`src/rtl/stack_tos_ctrl.sv`:
```
// Top-of-stack controller: holds the top element in a register and turns
// PUSH/POP/REPLACE/POP_REPLACE requests into RAM-backed stack pointer moves.
module stack_tos_ctrl #(
  parameter  int WIDTH = 16,
  parameter  int DEPTH = 512,
  localparam int CW    = $clog2(DEPTH + 1)
) (
  input  logic             clk,
  input  logic             rst,
  input  logic             op_valid,
  output logic             op_ready,
  input  logic [1:0]       op,
  input  logic [WIDTH-1:0] din,
  output logic [WIDTH-1:0] tos,
  output logic [WIDTH-1:0] nos,
  output logic [CW-1:0]    depth,
  output logic             empty,
  output logic             full,
  output logic             overflow,
  output logic             underflow,
  input  logic             err_clr,
  output logic             ram_we,
  output logic [1:0]       ram_delta,
  output logic [WIDTH-1:0] ram_wd,
  input  logic [WIDTH-1:0] ram_rd
);

  typedef enum logic {IDLE, WAIT} state_e;
  typedef enum logic [1:0] {
    OP_REPLACE     = 2'b00,
    OP_PUSH        = 2'b01,
    OP_POP         = 2'b10,
    OP_POP_REPLACE = 2'b11
  } op_e;

  localparam logic [1:0]    DELTA_HOLD = 2'b00;
  localparam logic [1:0]    DELTA_INC  = 2'b01;
  localparam logic [1:0]    DELTA_DEC  = 2'b11;
  localparam logic [CW-1:0] DEPTH_MAX  = CW'(DEPTH);
  localparam logic [CW-1:0] ONE        = CW'(1);
  localparam logic [CW-1:0] TWO        = CW'(2);

  state_e           state, state_n;
  logic [WIDTH-1:0] tos_n;
  logic [CW-1:0]    depth_n;
  logic             overflow_n, underflow_n;
  logic             accept;

  // op_ready depends only on registered state and rst, never on op_valid.
  assign op_ready = (state == IDLE) && !rst;
  assign accept   = op_valid && op_ready;

  assign empty = (depth == '0);
  assign full  = (depth == DEPTH_MAX);
  assign nos   = (depth >= TWO) ? ram_rd : '0;

  // NOTE: every output of this block gets a default before any branch; a path
  // that leaves one unassigned would infer a latch.
  always_comb begin
    state_n     = state;
    tos_n       = tos;
    depth_n     = depth;
    overflow_n  = err_clr ? 1'b0 : overflow;
    underflow_n = err_clr ? 1'b0 : underflow;
    ram_we      = 1'b0;
    ram_delta   = DELTA_HOLD;
    ram_wd      = tos;

    if (state == WAIT) begin
      // One idle cycle lets the synchronous RAM read settle at the new pointer.
      state_n = IDLE;
    end else if (accept) begin
      unique case (op_e'(op))
        OP_PUSH: begin
          if (depth == '0) begin
            tos_n   = din;
            depth_n = ONE;
          end else if (depth == DEPTH_MAX) begin
            overflow_n = 1'b1;
          end else begin
            ram_we    = 1'b1;
            ram_delta = DELTA_INC;
            tos_n     = din;
            depth_n   = depth + ONE;
            state_n   = WAIT;
          end
        end
        OP_POP: begin
          if (depth == '0) begin
            underflow_n = 1'b1;
          end else if (depth == ONE) begin
            tos_n   = '0;
            depth_n = '0;
          end else begin
            ram_delta = DELTA_DEC;
            tos_n     = ram_rd;
            depth_n   = depth - ONE;
            state_n   = WAIT;
          end
        end
        OP_REPLACE: begin
          if (depth == '0) underflow_n = 1'b1;
          else             tos_n       = din;
        end
        OP_POP_REPLACE: begin
          if (depth < TWO) begin
            underflow_n = 1'b1;
          end else begin
            ram_delta = DELTA_DEC;
            tos_n     = din;
            depth_n   = depth - ONE;
            state_n   = WAIT;
          end
        end
        default: ;
      endcase
    end
  end

  // NOTE: state registers use non-blocking assignments so every flop samples
  // the pre-edge values regardless of statement order.
  always_ff @(posedge clk) begin
    if (rst) begin
      state     <= IDLE;
      tos       <= '0;
      depth     <= '0;
      overflow  <= 1'b0;
      underflow <= 1'b0;
    end else begin
      state     <= state_n;
      tos       <= tos_n;
      depth     <= depth_n;
      overflow  <= overflow_n;
      underflow <= underflow_n;
    end
  end

endmodule
```
`config.mk`:
```
export PLATFORM = sky130hd
export DESIGN_NAME = stack_tos_ctrl
export DESIGN_NICKNAME = d
export VERILOG_FILES = /design/src/rtl/stack_tos_ctrl.sv
export SDC_FILE = /design/constraint.sdc
export NUM_CORES = 1
export LEC_CHECK = 0
export CELL_PAD_IN_SITES_DETAIL_PLACEMENT = 1
export CELL_PAD_IN_SITES_GLOBAL_PLACEMENT = 2
export CORE_MARGIN = 4
export CORE_UTILIZATION = 20
export CTS_CLUSTER_DIAMETER = 80
export CTS_CLUSTER_SIZE = 20
export DETAILED_ROUTE_END_ITERATION = 7
export PLACE_DENSITY = 0.82
export SETUP_SLACK_MARGIN = 0.15
export SYNTH_ARGS = -nofsm -noshare
export SYNTH_HDL_FRONTEND = slang
export SYNTH_SLANG_ARGS = --single-unit
```
`constraint.sdc`:
```
create_clock -name clk -period 2.3 [get_ports clk]
set_input_delay 0.575 -clock clk [delete_from_list [all_inputs] [get_ports clk]]
set_output_delay 0.575 -clock clk [all_outputs]
set_load 0.1 [all_outputs]
```
==> key figures <==
STA
  • Final hold slack: about 0.46 ns
  • Final-report setup violation count: 21
  • Count of final hold-check violations: 0
  • Unrepaired setup endpoints after global routing: true
  • Slew of the pin with the lowest slew margin: roughly 0.48 ns
  • Highest Clock Rate: between 300 and 400 MHz
  • Final period util: 1.14
  • Pins Over Slew Limit: 0
  • Maximum clock skew at final layout: ~0.0065 ns
  • Final period demand of the worst path: approximately 2.6 ns
  • Post-route worst setup slack: -0.332 ns
  • Relative slew margins: 0.682

Synthesis
  • Cell taking the most area after synthesis: sky130_fd_sc_hd__dfxtp_1
  • Ys async rst share: 0
  • Post-synthesis instance area: between 0.002 and 0.0025 mm²
  • Synthesized area per cell: between 8 and 9 µm²
  • Primary flip-flop cell chosen by synthesis mapping: sky130_fd_sc_hd__dfxtp_1
  • Proportion of synthesized chip area in sequential cells: 0.275
  • Count of unique library cells instantiated by Yosys: between 50 and 60
  • Number of enable-type register cells in the synthesized netlist: 0
  • Synthesized Nets: about 310
  • Commonest cells in the synthesized netlist: sky130_fd_sc_hd__dfxtp_1, sky130_fd_sc_hd__nor2_1, sky130_fd_sc_hd__and2_1
  • Synth top area cells: sky130_fd_sc_hd__dfxtp_1, sky130_fd_sc_hd__a211oi_1, sky130_fd_sc_hd__buf_4, sky130_fd_sc_hd__a22oi_1, sky130_fd_sc_hd__and2_1
  • Top-count cell post-synth: sky130_fd_sc_hd__dfxtp_1
  • Share of the synthesized area in the top cell type: 0.275
  • Number of warnings issued by yosys: 0
  • Number of cells produced by synthesis: ~260
  • Flops & latches, synth: 29

Placement
  • Global placer's final weighted congestion: roughly 0.82
  • HPWL after detailed placement: between 6000 and 7000 µm
  • Post-Place Cell Area: ~0.0037 mm²
  • Dpl cells: 508
  • Port Buffer Count: around 100

Worst setup path
  • Minimum setup slack among reg-to-reg paths: roughly 0.12 ns
  • Worst flop-to-flop path endpoint: depth[4]
  • Register-to-Register Path Depth: 7
  • Critical register-to-register path startpoint: depth[2]
  • Worst setup EP type: output port
  • Crit path required time: 1.73 ns
  • Data arrival time of the critical path: a little over 2 ns
  • Largest fanout on the critical path: 4
  • Setup Crit Path Kind: reg2out
  • Crit path launch type: register

Finish
  • Final net count: between 400 and 500
  • Final non-filler cell total: 540
  • Fill cells: approximately 1200
  • Final instance area: 0.00412 mm²
  • Area growth from synthesis to layout: 95.1%
  • Share of final-layout standard cells stronger than drive strength 1: 0.500
  • Count of antenna diodes in the layout: 0

Floorplan
  • Die extent in y: 111 µm
  • Number of ports placed on the die boundary: 104
  • Core outline area: between 0.01 and 0.015 mm²
  • Die boundary width: approximately 110 µm
  • Floorplan die area: 0.0123 mm²
  • Initial core utilization: 0.205
  • Row count: 37

Global routing
  • Global-route wire length before repair: between 10000 and 15000 µm
  • Maximum number of pins on one net before global-route repair: 33
  • Via count of the first global-routing pass: 2605
  • Global router's overall resource usage: 0.146
  • Number of antenna violations at the first check in global routing: 0
  • Overflow after GRT: 0

Clock network
  • Number of sinks handled by clock tree synthesis: 29
  • CTS buffer count: 5
  • Worst-Skew Late Latency: approximately 0.28 ns
  • Register clock-pin slew on the reported worst setup and hold paths: approximately 0.07 ns
  • Cell chosen for the clock root: sky130_fd_sc_hd__clkbuf_8
  • Count of hold-fix buffers inserted at cts: 0
  • CTS H-tree lvls: 2
  • Maximum buffer depth of the clock tree: 2
  • CTS tree: yes

Route
  • Number of routed nets with antenna violations: 0
  • Drt first-iter violations: 139
  • Via total after detailed routing: 2599
  • DR WL/cell: 18.0 µm
  • Number of vias per cell: 4.81
  • TritonRoute pass-1 iters: 4
  • Final WL: 9700 µm
  • DRC violations left: 0

Min path
  • Class of the most critical hold timing path: reg2reg
  • Startpoint of the lowest-slack hold path: underflow
  • Capture endpoint of the worst hold path: underflow
  • Cell depth of the worst min-delay path: 2

Flow run
  • Max-cap violations: 0

Outcome
  • Status: finished, violations left
  • Failing checks: negative setup slack
-- flip-flops by register name, summed over array words and instances, names as in the netlist --
register   flops
depth         10
state          1
overflow       1
ram_wd        16
underflow      1
-- per-layer routing --
| layer | GRT usage | vias to the layer above | share of wire |
|---|---|---|---|
| met3 | 0.0317 | 6 | 0.052 |
| met4 | 0.0320 | 0 | 0.0084 |
| met2 | 0.248 | 91 | 0.49 |
| met5 | 0 | - | 0 |
| li1 | - | 1245 | - |
| met1 | 0.189 | 1257 | 0.45 |
-- worst max path at each step --
stage          startpoint           end
2_1_floorplan    depth[3]  ram_delta[0]
3_3_place_gp        op[1]  ram_delta[0]
3_5_place_dp        op[0]  ram_delta[0]
4_1_cts          depth[7]  ram_delta[0]
5_1_grt          depth[9]  ram_delta[0]
6_report         depth[3]  ram_delta[0]
-- area by class of cell --
type	instances	area (µm²)	area share
timing repair buffer	168	1700	0.412
multi-input combinational	187	1490	0.361
sequential	29	616	0.149
tap	136	170	0.0413
clock buffer	7	96.3	0.0234
inverter	12	47.5	0.0115
clock inverter	1	5.00	0.00121
-- what timing repair did --
item	CTS	global route
endpoints found under the setup margin	33	41
gates cloned	0	1
gates resized for setup	15	22
pin swaps	8	15
hold endpoints to repair	0	0
buffers inserted	7	16
-- critical path, stage by stage, from the launching register on --
cell and delay (ns):
sky130_fd_sc_hd__dfxtp_4 0.36, sky130_fd_sc_hd__nor4_4 0.26, sky130_fd_sc_hd__buf_4 0.18, sky130_fd_sc_hd__and2_4 0.14, sky130_fd_sc_hd__and3_4 0.19, sky130_fd_sc_hd__and3b_4 0.22
sky130_fd_sc_hd__or2_4 0.26, sky130_fd_sc_hd__buf_12 0.16
-- through the flow --
| stage | setup WS [ns] | setup TNS (ns) | util |
|---|---|---|---|
| finish | -0.332 | -4.51 | 0.399 |
| detailed placement | -0.335 | -4.26 | 0.357 |
| floorplan | -0.653 | -2.56 | - |
| global route | -0.408 | -5.89 | 0.399 |
| global placement | -0.305 | -3.52 | 0.357 |
| CTS | -0.335 | -5.31 | 0.378 |
-- layout by cell type, fill, tap and decap left out, types with 2 or more instances in the layout --
cell,count
sky130_fd_sc_hd__buf_4,97
sky130_fd_sc_hd__clkdlybuf4s50_1,33
sky130_fd_sc_hd__buf_12,24
sky130_fd_sc_hd__nor2_1,23
sky130_fd_sc_hd__dfxtp_1,19
sky130_fd_sc_hd__and2_4,18
sky130_fd_sc_hd__a211oi_1,18
sky130_fd_sc_hd__a22oi_1,17
sky130_fd_sc_hd__buf_6,10
sky130_fd_sc_hd__inv_1,9
sky130_fd_sc_hd__nand2_1,9
sky130_fd_sc_hd__a21oi_1,9
sky130_fd_sc_hd__dfxtp_4,9
sky130_fd_sc_hd__nand3_1,8
sky130_fd_sc_hd__clkbuf_8,7
sky130_fd_sc_hd__nand4_1,5
sky130_fd_sc_hd__o21ai_0,5
sky130_fd_sc_hd__o211ai_1,4
sky130_fd_sc_hd__nor3_1,4
sky130_fd_sc_hd__a31oi_1,3
sky130_fd_sc_hd__a21oi_2,3
sky130_fd_sc_hd__ha_1,3
sky130_fd_sc_hd__dlymetal6s2s_1,3
sky130_fd_sc_hd__or4_4,2
sky130_fd_sc_hd__nor4_4,2
sky130_fd_sc_hd__nor2_4,2
sky130_fd_sc_hd__and2_1,2
sky130_fd_sc_hd__nand2_8,2
sky130_fd_sc_hd__a32oi_1,2
sky130_fd_sc_hd__o21ai_1,2
sky130_fd_sc_hd__o32ai_1,2
sky130_fd_sc_hd__or3_1,2
sky130_fd_sc_hd__o31ai_1,2
-- logic make-up after synthesis --
group	share of synthesized area
AOI/OAI and AO/OA	0.311
xor gates and xnor gates	0.00829
adders and majority gates	0.0237
buffers and inverters	0.129
DFF	0.275
and+or+nand+nor	0.253
Power is not shown: default switching activity piles up to over one toggle a cycle in this logic, so the estimate is an artifact.
==> RTL edit 1 (same settings) <==
Change the parameter `WIDTH` from 16 to 18.
--- a/src/rtl/stack_tos_ctrl.sv
+++ b/src/rtl/stack_tos_ctrl.sv
@@ -1,7 +1,7 @@
 // Top-of-stack controller: holds the top element in a register and turns
 // PUSH/POP/REPLACE/POP_REPLACE requests into RAM-backed stack pointer moves.
 module stack_tos_ctrl #(
-  parameter  int WIDTH = 16,
+  parameter  int WIDTH = 18,
   parameter  int DEPTH = 512,
   localparam int CW    = $clog2(DEPTH + 1)
 ) (
Interface: changed (5 resized); port bits go from 104 to 114. No check against the original RTL was run, so the function may have changed too.
==> RTL edit 1 against the unedited design <==
The flow still finishes with violations (negative setup slack). Count of clock-buffer cells in the layout unchanged. Synthesized area up 2.0%. Sequential cell count up 2. First-iteration DRC count down 3.6%. Maximum frequency down 0.31%. Sequential share of layout area down 1.6 points. Worst setup slack worse by 8.2 ps. Design area up 19%. Wire length up 31%. Critical endpoint is now nos[8].
==> RTL edit 1: results (changes against the unedited design) <==
[layout]
antenna_cells = 0  ; unchanged
regArea_um2 = 653.1  ; +6.1%
fillers = 1137  ; -3.3%
clock_cell_area_share_pct = 1.996  ; -0.46 points
largest_reg_flops = 18  ; +2
inv_count = 8  ; -4
nets = 483  ; +8.5%
buffers = 195  ; +16%
multi_input_gates = 196  ; +4.8%
area_share_nonclk_buffers_pct = 43.59  ; +2.4 points
multi_input_area_um2 = 1799  ; +21%
drive_above_1_share_pct = 61.56  ; +12 points

[clock_network]
cts.clk_slew.worst_paths_ps = 70  ; about the same
worstSkewPairLatency_ps = 290
cts_max_level = 2  ; unchanged

[global_routing]
track_usage_pct = 16.54  ; +1.9 points
grt.met3_usage_pct = 2.880  ; -0.29 points
grt_max_degree = 37  ; +12%
grtUsageMet2_pct = 29.54  ; +4.7 points
grt_pass1_wl_mm = 16.62  ; +14%
gr-usage-met1_pct = 20.10  ; +1.2 points

[timing]
tns_ps = -6803  ; -2297 ps
setup_viol = 24  ; +14%
relSlewSlack_pct = 70.62  ; +2.4 points
fin_ws_ps = -340.3  ; -8.242 ps
fin_skew_ps = 2.755  ; -3.719 ps

[place]
placed_cells = 530  ; +4.3%
place_worst_setup_slack_ps = -406.1  ; -71.13 ps
io_buffer_count = 113  ; +9.7%
place_hpwl_mm = 7.144  ; +3.6%
dpl_cell_area_um2 = 4014  ; +9.0%
gp_congestion = 0.7892  ; -3.4%

[synth]
synth_area_leaders = dfxtp_1, a22oi_1, a211oi_1
synthesis.nets = 319  ; +4.2%
ys_ff_latch = 31  ; +6.9%
synthCells = 273  ; +3.4%
synth_area_um2 = 2156  ; +2.0%
synth_commonest_cells = nor2_1, dfxtp_1, a22oi_1
yosys_warnings = 0  ; unchanged
ys_seq_area_share_pct = 28.79  ; +1.3 points
synth_cell_types = 53  ; -3.6%

[route]
vias = 2917  ; +12%
wirelength_mm = 12.68  ; +31%
met3_length_um = 629  ; +26%
drtIter0Drc = 134  ; -3.6%
met1_length_mm = 5.155  ; +19%
wl_met2_mm = 6.596  ; +38%
viasPerCell = 5.091  ; +5.8%
firstDrtPassIters = 6  ; +2

[critical_path]
cp_slowest_cell = dfxtp_4
cp_max_fo = 5  ; +1
critPathMaxStageDelay_ps = 360  ; about the same
cp_top_family = buffers and inverters

[run_status]
status = complete, but fails checks
violations = negative setup slack

RTL edit 1: changes by cell type after synthesis, moves of 3 or more:
cell | unedited run | this run
nand4_1 | 5 | 2
o211ai_1 | 4 | 1
and2_1 | 20 | 2
nor2_1 | 26 | 36
o22ai_1 | 0 | 4
nand2_1 | 10 | 7
buf_2 | 5 | 8
a22oi_1 | 17 | 22
nor2b_1 | 2 | 21
inv_1 | 11 | 8
o32ai_1 | 3 | 0
a31oi_1 | 4 | 1
RTL edit 1: power by group through the flow:
stage / logic (mW) / clock network, mW / registers, mW
finish: 3.81 / 0.509 / 0.662
CTS: 3.51 / 0.502 / 0.653
floorplan: 1.81 / 0 / 1.03
global route: 3.92 / 0.540 / 0.670
global placement: 3.08 / 0 / 0.656
detailed placement: 3.11 / 0 / 0.660
RTL edit 1: final timing paths:
check	cells past startpoint	slack (ps)	startpoint	end
max	9	-340	depth[8]$_SDFFE_PP0P_	nos[8]
min	2	500	underflow$_SDFF_PP0_	underflow$_SDFF_PP0_
max reg2reg	10	-70	depth[0]$_SDFFE_PP0P_	ram_wd[11]$_SDFFE_PP0P_
min reg2reg	2	500	underflow$_SDFF_PP0_	underflow$_SDFF_PP0_
RTL edit 1: repair_timing:
item	in CTS	in global routing
gates cloned	5	6
pin swaps	7	21
setup endpoints to repair	52	51
buffers inserted	9	16
resized for setup	45	55
RTL edit 1: cell families (layout without fill, tap and decap cells):
| kind of cell | after synthesis | count (layout) | share of synthesized area [%] |
|---|---|---|---|
| and+or+nand+nor | 107 | 108 | 27.05 |
| AOI/OAI and AO/OA | 82 | 82 | 28.56 |
| buffers and inverters | 47 | 210 | 12.48 |
| DFF | 31 | 31 | 28.79 |
| adders and majority gates | 4 | 4 | 2.322 |
| xor gates and xnor gates | 2 | 2 | 0.8127 |
==> RTL edit 2 (config.mk and constraints unchanged) <==
Made on the original files. Make the reset (`rst`) asynchronous in one clocked block.
--- a/src/rtl/stack_tos_ctrl.sv
+++ b/src/rtl/stack_tos_ctrl.sv
@@ -119,7 +119,7 @@
 
   // NOTE: state registers use non-blocking assignments so every flop samples
   // the pre-edge values regardless of statement order.
-  always_ff @(posedge clk) begin
+  always_ff @(posedge clk or posedge rst) begin
     if (rst) begin
       state     <= IDLE;
       tos       <= '0;
Function: differs if rst is asserted again (counterexample within 4 cycles, from zero or initial values and one cycle with rst high); with rst held inactive, the same outputs for 4 cycles.
==> RTL edit 2 against the unedited design <==
Design area grew 1.4%. Sequential cell count did not move. Cell count decreased by 7.2%. The run still ends with negative setup slack left. Count of clock-buffer cells in the layout down 2. Wire length fell by 9.3%. Synthesized area is 2.1% higher. Worst setup slack worse by 510 ps.
==> RTL edit 2: results (changes against the unedited design) <==
[global_routing]
grt.met3_usage_pct = 3.098  ; -0.068 points
grt_pass1_vias = 2588  ; -0.65%
grtUsageMet2_pct = 25.14  ; +0.30 points
track_usage_pct = 13.68  ; -0.92 points
grt_max_degree = 30  ; -9.1%
gr-usage-met1_pct = 16.22  ; -2.7 points

[pwr]
pg_seq_uw = 798
power_leader = combinational cells

[synth]
ys_seq_area_share_pct = 33.64  ; +6.2 points
synthCells = 227  ; -14%
synth_commonest_cells = dfrtp_1, a22o_1, buf_4, nor2b_1, nand2_1
synth_cell_types = 51  ; -7.3%
syn_avg_cell_area_um2 = 9.503  ; +19%
yosys.area_share.adder_pct = 2.320  ; -0.048 points
synthArstFlopShare_pct = 100.0  ; +100 points
synthesis.nets = 269  ; -12%
synth-compound-area-share_pct = 21.46  ; -9.7 points
synth_area_leaders = dfrtp_1, mux2_4, a22o_1
synth_flop_cell = dfrtp_1

[layout]
inv_count = 10  ; -2
fillers = 1144  ; -2.7%
multi_input_area_um2 = 1434  ; -3.8%
antenna_cells = 0  ; unchanged
regArea_um2 = 745.7  ; +21%
buffers = 161  ; -4.2%
multi_input_gates = 157  ; -16%
drive_above_1_share_pct = 56.71  ; +6.7 points
clock_cell_area_share_pct = 2.065  ; -0.39 points
fin_util_pct = 40.14  ; +0.20 points
area_share_nonclk_buffers_pct = 40.54  ; -0.66 points

[place]
place_worst_setup_slack_ps = -666.2  ; -331.2 ps
place_hpwl_mm = 6.471  ; -6.2%
gp_congestion = 0.7700  ; -5.8%
placed_cells = 477  ; -6.1%

[run_status]
violations = negative setup slack
status = complete, but fails checks

[route]
met3_length_um = 441  ; -12%
drtIter0Drc = 97  ; -30%
routedWlPerCell_um = 17.56  ; -2.2%
vias = 2325  ; -11%
met1_length_mm = 3.556  ; -18%

[critical_path]
cp_slowest_cell = dfrtp_4
critPathMaxStageDelay_ps = 490  ; +130 ps
startpoint = depth[1]$_DFFE_PP0P_

[timing]
setup_viol = 47  ; +120%
fin_ws_ps = -840.4  ; -508.3 ps
relSlewSlack_pct = 49.63  ; -19 points
tns_ps = -20240  ; -15730 ps
fin_skew_ps = 2.539  ; -3.934 ps

==> RTL edit 2: worst paths after layout <==
| path | depth (start not counted) | slack (ps) | end |
|---|---|---|---|
| min reg2reg | 2 | 530 | overflow$_DFF_PP0_ |
| max reg2reg | 14 | -410 | depth[6]$_DFFE_PP0P_ |
| min in group asynchronous | 3 | 800 | ram_wd[1]$_DFFE_PP0P_ |
| min | 2 | 530 | overflow$_DFF_PP0_ |
| max in group asynchronous | 3 | 1170 | depth[1]$_DFFE_PP0P_ |
| max | 9 | -840 | ram_delta[0] |
==> RTL edit 2: kinds of logic (layout without fill, tap and decap cells) <==
logic type,after synthesis,in the layout
AND/OR/NAND/NOR,71,71
AO/OA/AOI/OAI,62,62
buffers and inverters,41,179
flip-flops,29,29
multiplexers,18,18
adder cells (fa/ha/maj),4,4
XOR/XNOR,2,2
==> RTL edit 2: timing repair <==
item	CTS	global route
hold endpoints to repair	0	0
gates resized for setup	33	9
pin swaps	12	3
setup endpoints to repair	48	49
cloned	2	0
buffers inserted	11	3
